==> config.mk <==
export PLATFORM = sky130hd
export DESIGN_NAME = carryless_multiply_unit_flat
export DESIGN_NICKNAME = d
export VERILOG_FILES = /design/src/rtl/carryless_multiply_unit_if.sv /design/src/rtl/carryless_multiply_unit.sv /design/src/flat_wrapper.sv
export SDC_FILE = /design/constraint.sdc
export NUM_CORES = 1
export LEC_CHECK = 0
export ABC_AREA = 1
export BUFFER_PORTS_ARGS = -buffer_cell sky130_fd_sc_hd__buf_2
export CAP_MARGIN = 10
export CORE_ASPECT_RATIO = 2
export CORE_MARGIN = 10
export CORE_UTILIZATION = 50
export DETAILED_ROUTE_END_ITERATION = 16
export PLACE_DENSITY_LB_ADDON = 0.05
export SLEW_MARGIN = 20
export SYNTH_ARGS = -nofsm -noshare
export SYNTH_HDL_FRONTEND = slang
export SYNTH_SLANG_ARGS = --single-unit
==> constraint.sdc <==
create_clock -name clk_i -period 3.6 [get_ports clk_i]
set_input_delay 0.18 -clock clk_i [delete_from_list [all_inputs] [get_ports clk_i]]
set_output_delay 0.18 -clock clk_i [all_outputs]
set_load 0.01 [all_outputs]
==> src/rtl/carryless_multiply_unit_if.sv <==
// Request/response bundle for the carry-less multiplier.
// The _i/_o suffixes are named from the unit's point of view.
interface carryless_multiply_unit_if #(
  parameter int DATA_WIDTH = 32
);
  logic [DATA_WIDTH-1:0] operand_A_i;
  logic [DATA_WIDTH-1:0] operand_B_i;
  logic [1:0]            operation_i;
  logic                  data_valid_i;
  logic                  ready_o;
  logic [DATA_WIDTH-1:0] result_o;
  logic                  data_valid_o;

  modport master (
    output operand_A_i, operand_B_i, operation_i, data_valid_i,
    input  ready_o, result_o, data_valid_o
  );

  modport slave (
    input  operand_A_i, operand_B_i, operation_i, data_valid_i,
    output ready_o, result_o, data_valid_o
  );
endinterface

==> src/rtl/carryless_multiply_unit.sv <==
// Iterative carry-less multiplier (CLMUL / CLMULH / CLMULR).
// Consumes BITS_PER_CYCLE bits of B per COMPUTE cycle. A is kept pre-shifted
// and B is shifted down each cycle, so only the low bits of B are examined.
// The result register is loaded on the edge that enters DONE.
module carryless_multiply_unit #(
  parameter int DATA_WIDTH     = 32,
  parameter int BITS_PER_CYCLE = 4
) (
  input  logic                         clk_i,
  input  logic                         rst_n_i,
  input  logic                         clk_en_i,
  input  logic                         flush_i,
  carryless_multiply_unit_if.slave     bus
);

  localparam int N     = DATA_WIDTH / BITS_PER_CYCLE;
  localparam int CNT_W = (N > 1) ? $clog2(N) : 1;
  localparam int PW    = 2 * DATA_WIDTH;

  typedef enum logic [1:0] {IDLE, COMPUTE, DONE} state_t;

  state_t                state_q, state_d;
  logic [CNT_W-1:0]      cnt_q, cnt_d;
  logic [PW-1:0]         prod_q, prod_d;
  logic [DATA_WIDTH-1:0] res_q, res_d;
  logic [PW-1:0]         a_sh_q, a_sh_d;
  logic [DATA_WIDTH-1:0] b_sh_q, b_sh_d;
  logic [1:0]            op_q, op_d;
  logic [PW-1:0]         partial;

  // Pick the result window out of the full double-width product.
  function automatic logic [DATA_WIDTH-1:0] select_result(input logic [PW-1:0] p,
                                                          input logic [1:0]    op);
    case (op)
      2'd0:    select_result = p[DATA_WIDTH-1:0];
      2'd1:    select_result = p[PW-1:DATA_WIDTH];
      2'd2:    select_result = p[PW-2:DATA_WIDTH-1];
      default: select_result = '0;
    endcase
  endfunction

  // XOR of the shifted multiplicand for every set bit in the current B slice.
  always_comb begin
    partial = '0;
    for (int k = 0; k < BITS_PER_CYCLE; k++) begin
      if (b_sh_q[k]) partial = partial ^ (a_sh_q << k);
    end
  end

  // Next-state and datapath update; flush overrides everything and returns to IDLE.
  always_comb begin
    state_d = state_q;
    cnt_d   = cnt_q;
    prod_d  = prod_q;
    res_d   = res_q;
    a_sh_d  = a_sh_q;
    b_sh_d  = b_sh_q;
    op_d    = op_q;
    case (state_q)
      IDLE: begin
        if (bus.data_valid_i) begin
          state_d = COMPUTE;
          a_sh_d  = {{DATA_WIDTH{1'b0}}, bus.operand_A_i};
          b_sh_d  = bus.operand_B_i;
          op_d    = bus.operation_i;
          prod_d  = '0;
          cnt_d   = '0;
        end
      end
      COMPUTE: begin
        prod_d = prod_q ^ partial;
        a_sh_d = a_sh_q << BITS_PER_CYCLE;
        b_sh_d = b_sh_q >> BITS_PER_CYCLE;
        cnt_d  = cnt_q + CNT_W'(1);
        if (cnt_q == CNT_W'(N - 1)) begin
          state_d = DONE;
          cnt_d   = '0;
          res_d   = select_result(prod_q ^ partial, op_q);
        end
      end
      DONE: begin
        state_d = IDLE;
      end
      default: begin
        state_d = IDLE;
      end
    endcase
    if (flush_i) begin
      state_d = IDLE;
      cnt_d   = '0;
      res_d   = res_q;
    end
  end

  // Control state, product and result: async reset, frozen while clk_en_i is low.
  always_ff @(posedge clk_i or negedge rst_n_i) begin
    if (!rst_n_i) begin
      state_q <= IDLE;
      cnt_q   <= '0;
      prod_q  <= '0;
      res_q   <= '0;
    end else if (clk_en_i) begin
      state_q <= state_d;
      cnt_q   <= cnt_d;
      prod_q  <= prod_d;
      res_q   <= res_d;
    end
  end

  // Latched operands and opcode; only meaningful while COMPUTE, so no reset.
  always_ff @(posedge clk_i) begin
    if (clk_en_i) begin
      a_sh_q <= a_sh_d;
      b_sh_q <= b_sh_d;
      op_q   <= op_d;
    end
  end

  assign bus.ready_o      = (state_q == IDLE);
  assign bus.data_valid_o = (state_q == DONE) & ~flush_i;
  assign bus.result_o     = res_q;

endmodule

==> src/flat_wrapper.sv <==
// flat-port wrapper written by rule: the top's interface ports become plain ports
module carryless_multiply_unit_flat 
#(
  parameter int DATA_WIDTH     = 32,
  parameter int BITS_PER_CYCLE = 4
)
  (clk_i, rst_n_i, clk_en_i, flush_i, bus_operand_A_i, bus_operand_B_i, bus_operation_i, bus_data_valid_i, bus_ready_o, bus_result_o, bus_data_valid_o);
  carryless_multiply_unit_if #(.DATA_WIDTH(DATA_WIDTH)) bus_i ();
  input  logic clk_i;
  input  logic rst_n_i;
  input  logic clk_en_i;
  input  logic flush_i;
  input wire logic [$bits(bus_i.operand_A_i)-1:0] bus_operand_A_i;
  input wire logic [$bits(bus_i.operand_B_i)-1:0] bus_operand_B_i;
  input wire logic [$bits(bus_i.operation_i)-1:0] bus_operation_i;
  input wire logic [$bits(bus_i.data_valid_i)-1:0] bus_data_valid_i;
  output wire logic [$bits(bus_i.ready_o)-1:0] bus_ready_o;
  output wire logic [$bits(bus_i.result_o)-1:0] bus_result_o;
  output wire logic [$bits(bus_i.data_valid_o)-1:0] bus_data_valid_o;
  assign bus_i.operand_A_i = bus_operand_A_i;
  assign bus_i.operand_B_i = bus_operand_B_i;
  assign bus_i.operation_i = bus_operation_i;
  assign bus_i.data_valid_i = bus_data_valid_i;
  assign bus_ready_o = bus_i.ready_o;
  assign bus_result_o = bus_i.result_o;
  assign bus_data_valid_o = bus_i.data_valid_o;
  carryless_multiply_unit #(.DATA_WIDTH(DATA_WIDTH), .BITS_PER_CYCLE(BITS_PER_CYCLE)) u_core (.clk_i(clk_i), .rst_n_i(rst_n_i), .clk_en_i(clk_en_i), .flush_i(flush_i), .bus(bus_i));
endmodule
# Word-level counts from Yosys, hierarchy flattened
# Index checks and enable logic that the tools add are counted.
totals:
  wordCells: 50
  out_inout_bits: 34
  regBits: 199
classes:
  n_mux: 19
  n_addsub: 1
  n_bitwise: 6
  n_eq_ne: 8
  n_reduce_logical: 9
op_table:
  columns: ["cell", "n"]
  rows:
  - ["64-bit two-way mux", 6]
  - ["64-bit one-hot mux with 2 select lines", 2]
  - ["64-bit bitwise XOR", 4]
  - ["32-bit one-hot mux with 3 select lines", 1]
  - ["32-bit one-hot mux with 2 select lines", 1]
  - ["32-bit two-way mux", 1]
  - ["3-bit AND reduction", 4]
  - ["3-bit two-way mux", 3]
  - ["2-bit two-way mux", 3]
  - ["3-bit one-hot mux with 2 select lines", 1]
  - ["2-bit by 1-bit == test with 1-bit output, second input constant", 2]
  - ["2-bit == test, second input constant", 2]
  - ["2-bit zero test", 2]
  - ["2-bit one-hot mux with 2 select lines", 1]
  - ["4-bit AND reduction", 1]
  - ["3-bit by 1-bit adder with 3-bit output, second input constant", 1]
  - ["3-bit == test, second input constant", 1]
  - ["3-bit by 2-bit != test with 1-bit output, second input constant", 1]
  - ["3-bit != test, second input constant", 1]
  - ["3-bit nonzero test", 1]
  - ["2-bit != test, second input constant", 1]
  - ["2-bit nonzero test", 1]
  - ["1-bit AND", 1]
  - ["1-bit NOT", 1]

# Logic depth before layout (Yosys ltp)
# Gate-level depths: netlist (run 1).
depth:
  depth_word: 9
  ltp_mapped: 13
  depth_no_buf: 11

# Worst setup path after synthesis (run 1)
# No wires, ideal clock.
synth_path:
  kind: "register to register"
  start: "register u_core.state_q[0]"
  end: "register u_core.a_sh_q[0] (enable)"
  path_buffers: 1
  setup_ns: 0.413
  synth_period_minus_slack_ns: 2.675
  arrival_ns: 2.262
  path_stages_with_launch: 7
  setup_slack_ns: 0.925
  t_required_ns: 3.187
  cell_sequence: "dfrtp_1 nor2_2 nand2_1 nor2_1 nor2_1 inv_2 buf_2"
synth_between:
  elab_chain_cells: 3
  word_cells_on_any_way: 5
  classes_between: "2 x eq/ne; 3 x reduce/logical"
synth_rtl:
  columns: ["item", "line_no", "text"]
  rows:
  - ["start, declared", "carryless_multiply_unit.sv:22", "state_t state_q, state_d;"]
  - ["start signal, assigned", "carryless_multiply_unit.sv:103", "state_q <= state_d;"]
  - ["2-bit zero test *", null, null]
  - ["via bus_ready_o", "flat_wrapper.sv:17", "output wire logic [$bits(bus_i.ready_o)-1:0] bus_ready_o;"]
  - ["2-bit != test (no source line) / 2-bit nonzero test (equally long branches)", null, null]
  - ["3-bit AND reduction (no source line) *", null, null]
  - ["end signal, assigned", "carryless_multiply_unit.sv:113", "a_sh_q <= a_sh_d;"]
  - ["end, declared", "carryless_multiply_unit.sv:26", "logic [PW-1:0] a_sh_q, a_sh_d;"]
# The timed path passes the listed nets; every way through them passes the cells marked *.
# A chain may end at the register's enable or synchronous reset.

# Worst setup path in the final report (run 1)
layout_path:
  start: "register u_core.state_q[1]"
  end: "register u_core.b_sh_q[7] (enable)"
layout_between:
  elab_chain_cells: 3
  word_cells_on_any_way: 5
  classes_between: "2 x eq/ne; 3 x reduce/logical"
layout_rtl:
  columns: ["item", "line_no", "text"]
  rows:
  - ["2-bit by 1-bit == test with 1-bit output / 2-bit zero test (equally long branches)", "carryless_multiply_unit.sv:59", "case (state_q)"]
  - ["2-bit nonzero test (no source line) / 2-bit != test (equally long branches)", null, null]
  - ["3-bit AND reduction (no source line) *", null, null]
  - ["end signal, assigned", "carryless_multiply_unit.sv:114", "b_sh_q <= b_sh_d;"]
  - ["end, declared", "carryless_multiply_unit.sv:27", "logic [DATA_WIDTH-1:0] b_sh_q, b_sh_d;"]
# Mark *: on every way between the ends. The rest lies on a longest branch, timed or not.

==> results.tsv, run 1 <==
metric	value	unit
status	finished clean	
CP Data Arrival Time	2400	ps
setup bufs post-CTS	0	
Max FO, Critical Path	45	
Final ANT Viol Nets	0	
clock buffer count from CTS	17	
FFs w/ async S/R, synth	0.508	
required time worst endpoint	3690	ps
Slew Limit Fails	0	
Cells after Synth	2026	
I/O Pins	105	
Worst Skew	9.39	ps
Worst Max-Slew Pin Slew	1070	ps
routed vias	13100	
fill count	2570	
H-tree levels	4	
CP Capture Type	register	
maximum vdd drop	0.511	mV
DR vias/cell	5.27	
Syn Std Cell Area	0.0137	sq mm
Hold Fails Final Rpt	0	
GRT Residual Overflow	0	
total die area	0.0347	sq mm
setup TNS	0	ps
cell taking the most area after synthesis	nand2_1	
layout cell share with drive strength beyond 1	0.0772	
Avg Inst Size Synth	6.74	sq um
number of synthesized register bits	199	
Port Buffers	104	
Starting Density	0.507	
Synth top area share	0.253	
# diodes	0	
first-pass GRT wire length	61300	um
post-DP HPWL	24800	um
min setup slack post-route	1290	ps
slowest CP cell	buf_4	
largest net degree at the start of global routing	124	
worst-path cell chain	inv_2, nand2_4, nor2_4, nor2_1, inv_4, buf_4	
Max-Cap Viols	0	
DR iter-0 viols	890	
post-DR wirelength/cell	15.1	um
Tot GR Track Use	0.221	
P per Cell Area	947	mW/mm^2
Yosys cell types	29	
synth cell count leaders	nand2_1 (920), nand3_1 (415), inv_1 (186)	
fin nets	2198	
EDFF count, synth	98	
detailed-route DRC error count	0	
CTS tree	built	
CP Launch Type	register	
vias in the first global route	12700	
# setup viols final	0	
Root Driver	clkbuf_16	
Lkg Pwr	7.79	nW
DP Worst Slack	1280	ps
first-pass iteration count of the detailed router	8	
Min-Delay Path Class	input port to register	
Final Non-Filler Cells	2486	
initial antenna violation count	0	
Die Width	137	um
routability congestion estimate	0.786	
RSZ-0062 raised after global routing	false	
DRT Wirelength	37500	um
Worst-Skew Late Latency	460	ps
Ys Warns	0	
Max-slew headroom	0.287	
row count	85	
Std-Cell Core Area	0.0269	sq mm
crit path kind	register to register	
top-count cell post-synth	nand2_1	
Max Clk Rate	433	MHz
Die Span Y	254	um
Tcrit/Tclk final	0.642	
Synth Flop Type	dfrtp_1	
Seq/Total Area, Yosys	0.401	
placed cells	2409	
minimum clock period	2310	ps
Synth Net Count	2099	
Sink Count	199	
ranking of synthesized cells by area	nand2_1 (25%), edfxtp_1 (22%), dfrtp_1 (19%), nand3_1 (15%), inv_1 (5.1%)	
Synth-to-Final Area Change	11.9	%
max incr delay on CP	540	ps
CTS Buffer Depth	2	
Worst-path clk slew	70	ps
[stage by stage]
stage / util / instance area [sq um] / power (mW) / hold slack, ps
4_1_cts: 0.568 / 15300 / 14.5 / 0.722
3_3_place_gp: 0.531 / 14300 / 12.3 / 242
3_5_place_dp: 0.531 / 14300 / 12.6 / 251
5_1_grt: 0.568 / 15300 / 16.0 / 11.9
6_report: 0.568 / 15300 / 14.5 / 18.0
2_1_floorplan: - / 13700 / 10.7 / -116
[worst max-delay path: cells and delay by family, from the launching register on]
kind | cells | cell delay (ps)
buffers and inverters | 3 | 920
AND/OR/NAND/NOR | 3 | 560
flip-flops | 1 | 410
[per-layer routing]
layer | vias up | GRT usage | routed length, um
met1 | 6153 | 0.252 | 15300
met2 | 266 | 0.405 | 20100
li1 | 6637 | - | -
met4 | 0 | 0.0729 | 669
met3 | 39 | 0.0328 | 1410
met5 | - | 0 | 0
[placed cells by master (no fill, tap or decap)]
cell           synthesis  routed
bufinv_16              0       2
nor2_2                 1       1
inv_1                186     186
nor2_4                 0       4
inv_4                  1       2
dlygate4sd3_1          0      45
inv_2                  6       5
clkinv_1               0       2
clkinv_2               0       2
xnor2_1               41      41
clkinvlp_2             0       1
buf_2                 27     103
dfrtp_1              101     101
nand2_2                3       3
nand2_1              920     920
nand3b_1               5       5
nor3_1                 1       1
or2_1                  1       1
o21ai_0               62      62
o21ai_1                5       5
o21a_1                 2       2
a21oi_1                1       1
nor2_8                 2       2
ha_1                   2       2
clkbuf_16              0      17
clkinvlp_4             0       3
nand2_4                1       1
o21ai_2                1       1
buf_4                 26      14
buf_12                 0       3
nand2_8                1       1
clkbuf_1              16       5
xor2_1                39      39
nor2_1                46      42
edfxtp_1              98      98
nand3_1              415     415
[kinds of logic after synthesis]
logic type	synth area share
buf+inv	0.0912
fa+ha+maj	0.00183
xor+xnor	0.0513
compound gates	0.0267
simple gates	0.428
flops	0.401
[final timing paths]
| path | from | endpoint | slack, ps | cells past startpoint |
|---|---|---|---|---|
| max | u_core.state_q[1] | u_core.b_sh_q[7] | 1290 | 6 |
| min | bus_operand_B_i[28] | u_core.b_sh_q[28] | 20 | 3 |
| max in group asynchronous | rst_n_i | u_core.prod_q[0] | 2410 | 3 |
| min reg2reg | u_core.bus.result_o[29] | u_core.bus.result_o[29] | 470 | 2 |
| max reg2reg | u_core.state_q[1] | u_core.b_sh_q[7] | 1290 | 6 |
| min in group asynchronous | rst_n_i | u_core.prod_q[40] | 280 | 2 |
[flip-flops by register name, summed over array words and instances, names as in the netlist]
| register | cells |
|---|---|
| u_core.bus.result_o | 32 |
| u_core.state_q | 2 |
| u_core.b_sh_q | 32 |
| u_core.cnt_q | 3 |
| u_core.prod_q | 64 |
| u_core.a_sh_q | 64 |
| u_core.op_q | 2 |
[area by class of cell]
type | count | area [sq um] | share of cell area
clock buffers | 22 | 444 | 0.0291
multi-input cells | 1549 | 6970 | 0.456
inverters | 193 | 729 | 0.0477
well taps | 348 | 435 | 0.0285
clock inverters | 10 | 105 | 0.00688
flip-flops and latches | 199 | 5470 | 0.358
repair buffers | 165 | 1130 | 0.0740
[where the power goes]
| part | switching, mW | internal (mW) |
|---|---|---|
| sequential | 1.01 | 3.66 |
| combinational | 5.22 | 2.68 |
| clock | 0.890 | 1.01 |
[timing repair]
| action | CTS | global route |
|---|---|---|
| gates resized for setup | 0 | 0 |
| hold buffers | 45 | 0 |
| endpoints found under the hold margin | 85 | 0 |
| setup endpoints to repair | 0 | 0 |
Note: power is estimated with default switching activity, not from simulation.
==> run 2, diff against run 1 <==
ABC_AREA = 0   (was 1)
clock period = 2 ns   (was 3.6 ns; I/O delays follow)
==> run 2 against run 1 <==
  * Hold slack improved by 6.2 ps
  * Critical endpoint is now u_core.bus.result_o[1]
  * Global-route usage rose by 0.33 points
  * Die area fell by 11%
  * Combinational power fell by 35%
  * Setup slack got worse by 1200 ps
  * Largest cell class unchanged
  * Critical path depth did not move
  * First-iteration DRC count fell by 35%
==> results.tsv, run 2 <==
metric	value	unit
status	finished clean	
min setup slack post-route	52.6	ps
Worst Skew	10.6	ps
CTS Buffer Depth	2	
crit path kind	register to register	
Die Span Y	238	um
EDFF count, synth	98	
placed cells	1571	
Tcrit/Tclk final	0.974	
required time worst endpoint	2370	ps
vias in the first global route	9538	
Worst Hold Path EP	u_core.a_sh_q[31]	
CP Data Arrival Time	2320	ps
layout cell share with drive strength beyond 1	0.164	
Std-Cell Core Area	0.0233	sq mm
fill count	1943	
# setup viols final	0	
cell taking the most area after synthesis	edfxtp_1	
FFs w/ async S/R, synth	0.508	
Max-Cap Viols	0	
RSZ-0062 raised after global routing	false	
DR vias/cell	5.48	
hold path depth	3	
Final Non-Filler Cells	1670	
GR Layer Usage met3	0.0355	
minimum clock period	1950	ps
Starting Density	0.510	
fin nets	1447	
largest net degree at the start of global routing	71	
Synth Flop Type	dfrtp_1	
most common library cell in the layout ignoring fill and taps	nand2_1	
Final ANT Viol Nets	0	
Avg Inst Size Synth	9.95	sq um
Synth-to-Final Area Change	21.7	%
Max-slew headroom	0.642	
first-pass iteration count of the detailed router	6	
commonest cells after routing, fill and taps aside	nand2_1 (479), buf_2 (103), dfrtp_1 (101), edfxtp_1 (98), xnor2_1 (79)	
setup TNS	0	ps
R2R Setup Slk	50	ps
maximum vdd drop	0.731	mV
DP Worst Slack	1.75	ps
Syn Std Cell Area	0.0119	sq mm
post-DP HPWL	22600	um
detailed-route DRC error count	0	
placed cell area	0.0131	sq mm
met1 global-route usage	0.266	
reg2reg end	u_core.bus.result_o[1]	
CP Capture Type	register	
ranking of synthesized cells by area	edfxtp_1 (25%), dfrtp_1 (21%), nand2_1 (15%), xnor3_1 (11%), xnor2_1 (6.8%)	
reg2reg path depth	6	
min-delay src	bus_operand_A_i[31]	
# diodes	0	
Max Clk Rate	514	MHz
biggest regs	u_core.a_sh_q (64), u_core.prod_q (64)	
Root Driver	clkbuf_16	
top-count cell post-synth	nand2_1	
routability congestion estimate	0.859	
Reg-to-Reg Start	u_core.b_sh_q[3]	
Worst-Skew Late Latency	460	ps
Port Buffers	104	
I/O Pins	105	
DR iter-0 viols	577	
post-route cell area	0.0145	sq mm
total die area	0.0308	sq mm
Synth top area share	0.247	
Max FO, Critical Path	23	
Seq/Total Area, Yosys	0.460	
Cells after Synth	1196	
Slew Limit Fails	0	
Synth Net Count	1269	
number of synthesized register bits	199	
first-pass GRT wire length	53300	um
Min-Delay Path Class	input port to register	
Die Width	129	um
CP Launch Type	register	
Ys Warns	0	
P per Cell Area	971	mW/mm^2
Worst-path clk slew	70	ps
GRT Residual Overflow	0	
Hold Worst Slack	24.2	ps
post-DR wirelength/cell	20.2	um
H-tree levels	4	
Hold Fails Final Rpt	0	
synth cell count leaders	nand2_1 (481), dfrtp_1 (101), edfxtp_1 (98)	
Tot GR Track Use	0.224	
DRT Wirelength	33800	um
Worst Max-Slew Pin Slew	537	ps
Pwr Total	14.1	mW
met2 usage	0.400	
CTS tree	built	
initial antenna violation count	0	
Yosys cell types	42	
routed vias	9159	
clock buffer count from CTS	17	
busiest grt layer	met2	
final core occ	0.621	
Sink Count	199	
row count	79	
Lkg Pwr	6.92	nW
-- run 2: cell count changes in the layout (fill, tap and decap cells not counted), moves of 36 or more --
cell,change
inv_1,-183
nand3_1,-414
xnor2_1,+38
xnor3_1,+58
a22o_1,+36
nand2_1,-441
-- run 2: worst max-delay path by stage --
| stage | start | endpoint | slack, ps | cells past startpoint |
|---|---|---|---|---|
| finish | u_core.b_sh_q[3] | u_core.bus.result_o[1] | 50 | 6 |
| CTS | u_core.b_sh_q[3] | u_core.bus.result_o[25] | 40 | 7 |
| floorplan | u_core.state_q[0] | u_core.a_sh_q[0] | -530 | 4 |
| global route | u_core.b_sh_q[0] | u_core.bus.result_o[28] | 0.1 | 7 |
| global placement | u_core.b_sh_q[3] | u_core.bus.result_o[26] | 40 | 7 |
| detailed placement | u_core.b_sh_q[3] | u_core.bus.result_o[26] | 2 | 7 |
-- run 2: report_power, final --
part / switching [mW] / total, mW / internal [mW] / leakage (nW)
Combinational: 2.45 / 5.12 / 2.67 / 4.36
Sequential: 0.572 / 5.63 / 5.06 / 2.30
Clock: 1.61 / 3.32 / 1.71 / 0.260
Total: 4.63 / 14.1 / 9.44 / 6.92
-- run 2: layout make-up --
cell class | count | area (sq um) | area share
sequential | 199 | 5470 | 0.377
inverter | 4 | 18.8 | 0.00130
clock buffer | 19 | 433 | 0.0299
timing repair buffer | 238 | 1970 | 0.136
tap | 283 | 354 | 0.0244
clock inverter | 13 | 108 | 0.00742
multi-input combinational | 914 | 6140 | 0.423
-- run 2: per-layer routing --
metal,wire length (um),share of wire
met1,13600,0.40
met3,1250,0.037
met2,18200,0.54
met5,0,0
met4,703,0.021
-- run 2: worst max-delay path: stages (launching register included) --
cell	delay, ps
edfxtp_1	430
buf_4	190
clkbuf_16	200
nand2_1	70
xnor3_1	450
o32a_1	350
a32oi_1	170
-- run 2: kinds of logic after synthesis --
family / count (synthesis) / share of synthesized area
xor+xnor: 192 / 0.213
simple gates: 549 / 0.186
flops: 199 / 0.460
compound gates: 171 / 0.103
fa+ha+maj: 2 / 0.00210
buf+inv: 83 / 0.0365
-- run 2: repair_timing --
action	CTS	global route
cloned	0	1
gates resized for setup	2	15
hold buffers	65	0
pin swaps	0	2
setup endpoints to repair	2	28
hold endpoints to repair	165	0
buffers inserted	0	1
==> run 3, diff against run 2 <==
REMOVE_ABC_BUFFERS = 1   (was default)
==> run 3 against run 2 <==
  * Core utilization up 0.82 points
  * Count of clock-buffer cells in the layout is the same
  * Maximum frequency rose by 0.66%
  * Clock power increased by 16%
  * First-iteration DRC count fell by 4.5%
  * Wire length up 1.8%
  * Via count grew 1.6%
  * Design area is 1.3% higher
  * Critical endpoint is now u_core.bus.result_o[30]
  * Non-clock buffer count increased by 6
  * Clock skew barely moved
  * Total power is 3.6% higher
  * Setup slack gained 13 ps
==> results.tsv, run 3 (synthesis results as in run 2) <==
metric	value	unit
worst-path cell chain	buf_12, nand2_1, xnor3_1, xnor2_2, o22ai_1, a221o_1	
Hold Worst Slack	87.5	ps
RSZ-0062 raised after global routing	true	
register share of total power	0.388	
Std-Cell Core Area	0.0233	sq mm
status	finished clean	
minimum clock period	1930	ps
Port Buffers	104	
Reg-to-Reg Start	u_core.b_sh_q[3]	
maximum vdd drop	0.650	mV
Worst Skew	10.8	ps
CTS tree	built	
Die Width	129	um
detailed-route DRC error count	0	
most common library cell in the layout ignoring fill and taps	nand2_1	
routed vias	9303	
Hold Fails Final Rpt	0	
max incr delay on CP	400	ps
post-DR wirelength/cell	20.5	um
Sink Count	199	
CP Capture Type	register	
Synth-to-Final Area Change	23.3	%
routability congestion estimate	0.847	
clock buffer count from CTS	17	
post-route cell area	0.0147	sq mm
Internal	9.95	mW
Slew Limit Fails	0	
Worst-Skew Late Latency	460	ps
# diodes	0	
crit path kind	register to register	
setup TNS	0	ps
layout cell share with drive strength beyond 1	0.169	
Final ANT Viol Nets	0	
H-tree levels	4	
Worst Max-Slew Pin Slew	561	ps
first-pass GRT wire length	54000	um
reg2reg path depth	6	
biggest regs	u_core.a_sh_q (64), u_core.prod_q (64)	
placed cells	1570	
# setup viols final	0	
first-pass iteration count of the detailed router	5	
Max-Cap Viols	0	
Worst-path clk slew	80	ps
fin nets	1453	
Max Clk Rate	517	MHz
Lkg Pwr	7.04	nW
reg2reg end	u_core.bus.result_o[30]	
row count	79	
Min-Delay Path Class	input port to async pin	
Net Switching	4.62	mW
Final Non-Filler Cells	1676	
CP Launch Type	register	
initial antenna violation count	0	
CTS Buffer Depth	2	
P per Cell Area	993	mW/mm^2
commonest cells after routing, fill and taps aside	nand2_1 (479), buf_2 (103), dfrtp_1 (101), edfxtp_1 (98), xnor2_1 (73)	
placed cell area	0.0131	sq mm
Max FO, Critical Path	51	
slowest CP cell	edfxtp_1	
combinational share of power	0.347	
Clock power frac	0.265	
largest net degree at the start of global routing	58	
DR vias/cell	5.55	
GRT Residual Overflow	0	
Starting Density	0.510	
Die Span Y	238	um
DRT Wirelength	34400	um
Tot GR Track Use	0.229	
R2R Setup Slk	70	ps
required time worst endpoint	2350	ps
I/O Pins	105	
DR iter-0 viols	551	
Tcrit/Tclk final	0.967	
Root Driver	clkbuf_16	
total die area	0.0308	sq mm
vias in the first global route	9987	
Net Sw Frac	0.317	
CP Data Arrival Time	2290	ps
post-DP HPWL	22900	um
Max-slew headroom	0.622	
run 3: changes by cell type in the layout (fill, tap and decap cells not counted), sizes merged:
| cell | change |
|---|---|
| dlygate4sd3 | +4 |
| bufinv | +4 |
| clkbuf | +1 |
| dlymetal6s2s | +1 |
| inv | +1 |
| clkinv | -3 |
| clkinvlp | -2 |
run 3: area by class of cell:
type,count,area (sq um)
Tap cell,283,354
Sequential cell,199,5470
Timing Repair Buffer,244,2010
Fill cell,1955,8640
Inverter,4,17.5
Multi-Input combinational cell,914,6190
Clock buffer,19,443
Clock inverter,13,201
run 3: worst max-delay path by stage:
stage | start | to | slack (ps) | depth (start not counted)
3_3_place_gp | u_core.b_sh_q[0] | u_core.bus.result_o[12] | 80 | 6
4_1_cts | u_core.b_sh_q[1] | u_core.bus.result_o[21] | 20 | 6
3_5_place_dp | u_core.b_sh_q[1] | u_core.bus.result_o[21] | 30 | 6
6_report | u_core.b_sh_q[3] | u_core.bus.result_o[30] | 70 | 6
2_1_floorplan | u_core.state_q[1] | u_core.prod_q[12] | -3130 | 4
5_1_grt | u_core.b_sh_q[0] | u_core.bus.result_o[4] | -20 | 7
run 3: power groups by stage:
stage	combinational, mW	sequential (mW)	clock (mW)
finish	5.06	5.66	3.86
global placement	4.56	5.69	0
CTS	4.77	5.64	3.93
global route	5.51	5.72	4.08
detailed placement	4.65	5.71	0
floorplan	3.34	5.62	0
run 3: worst max-delay path: cells and delay by family, from the launching register on:
kind,cells,cell delay (ps)
flip-flops,1,400
buffers and inverters,1,260
XOR/XNOR,2,590
AO/OA/AOI/OAI,2,410
AND/OR/NAND/NOR,1,110
run 3: timing repair:
item                                    4_1_cts  5_1_grt
gates resized for setup                       0       26
hold buffers                                 69        0
endpoints found under the setup margin        0       24
setup buffers                                 0        3
endpoints found under the hold margin       169        0
run 3: per-stage QoR:
step	util	total power, mW	setup WS (ps)
finish	0.629	14.6	65.5
detailed placement	0.561	10.4	30.1
floorplan	-	8.96	-3130
global placement	0.561	10.3	82.7
CTS	0.618	14.3	16.2
global route	0.629	15.3	-17.2
run 3: metal layers:
| metal | wire length [um] | GRT usage | vias up |
|---|---|---|---|
| met5 | 0 | 0 | - |
| met4 | 1280 | 0.102 | 0 |
| met3 | 1170 | 0.0453 | 72 |
| met2 | 19200 | 0.430 | 221 |
| met1 | 12700 | 0.235 | 4654 |
| li1 | - | - | 4356 |
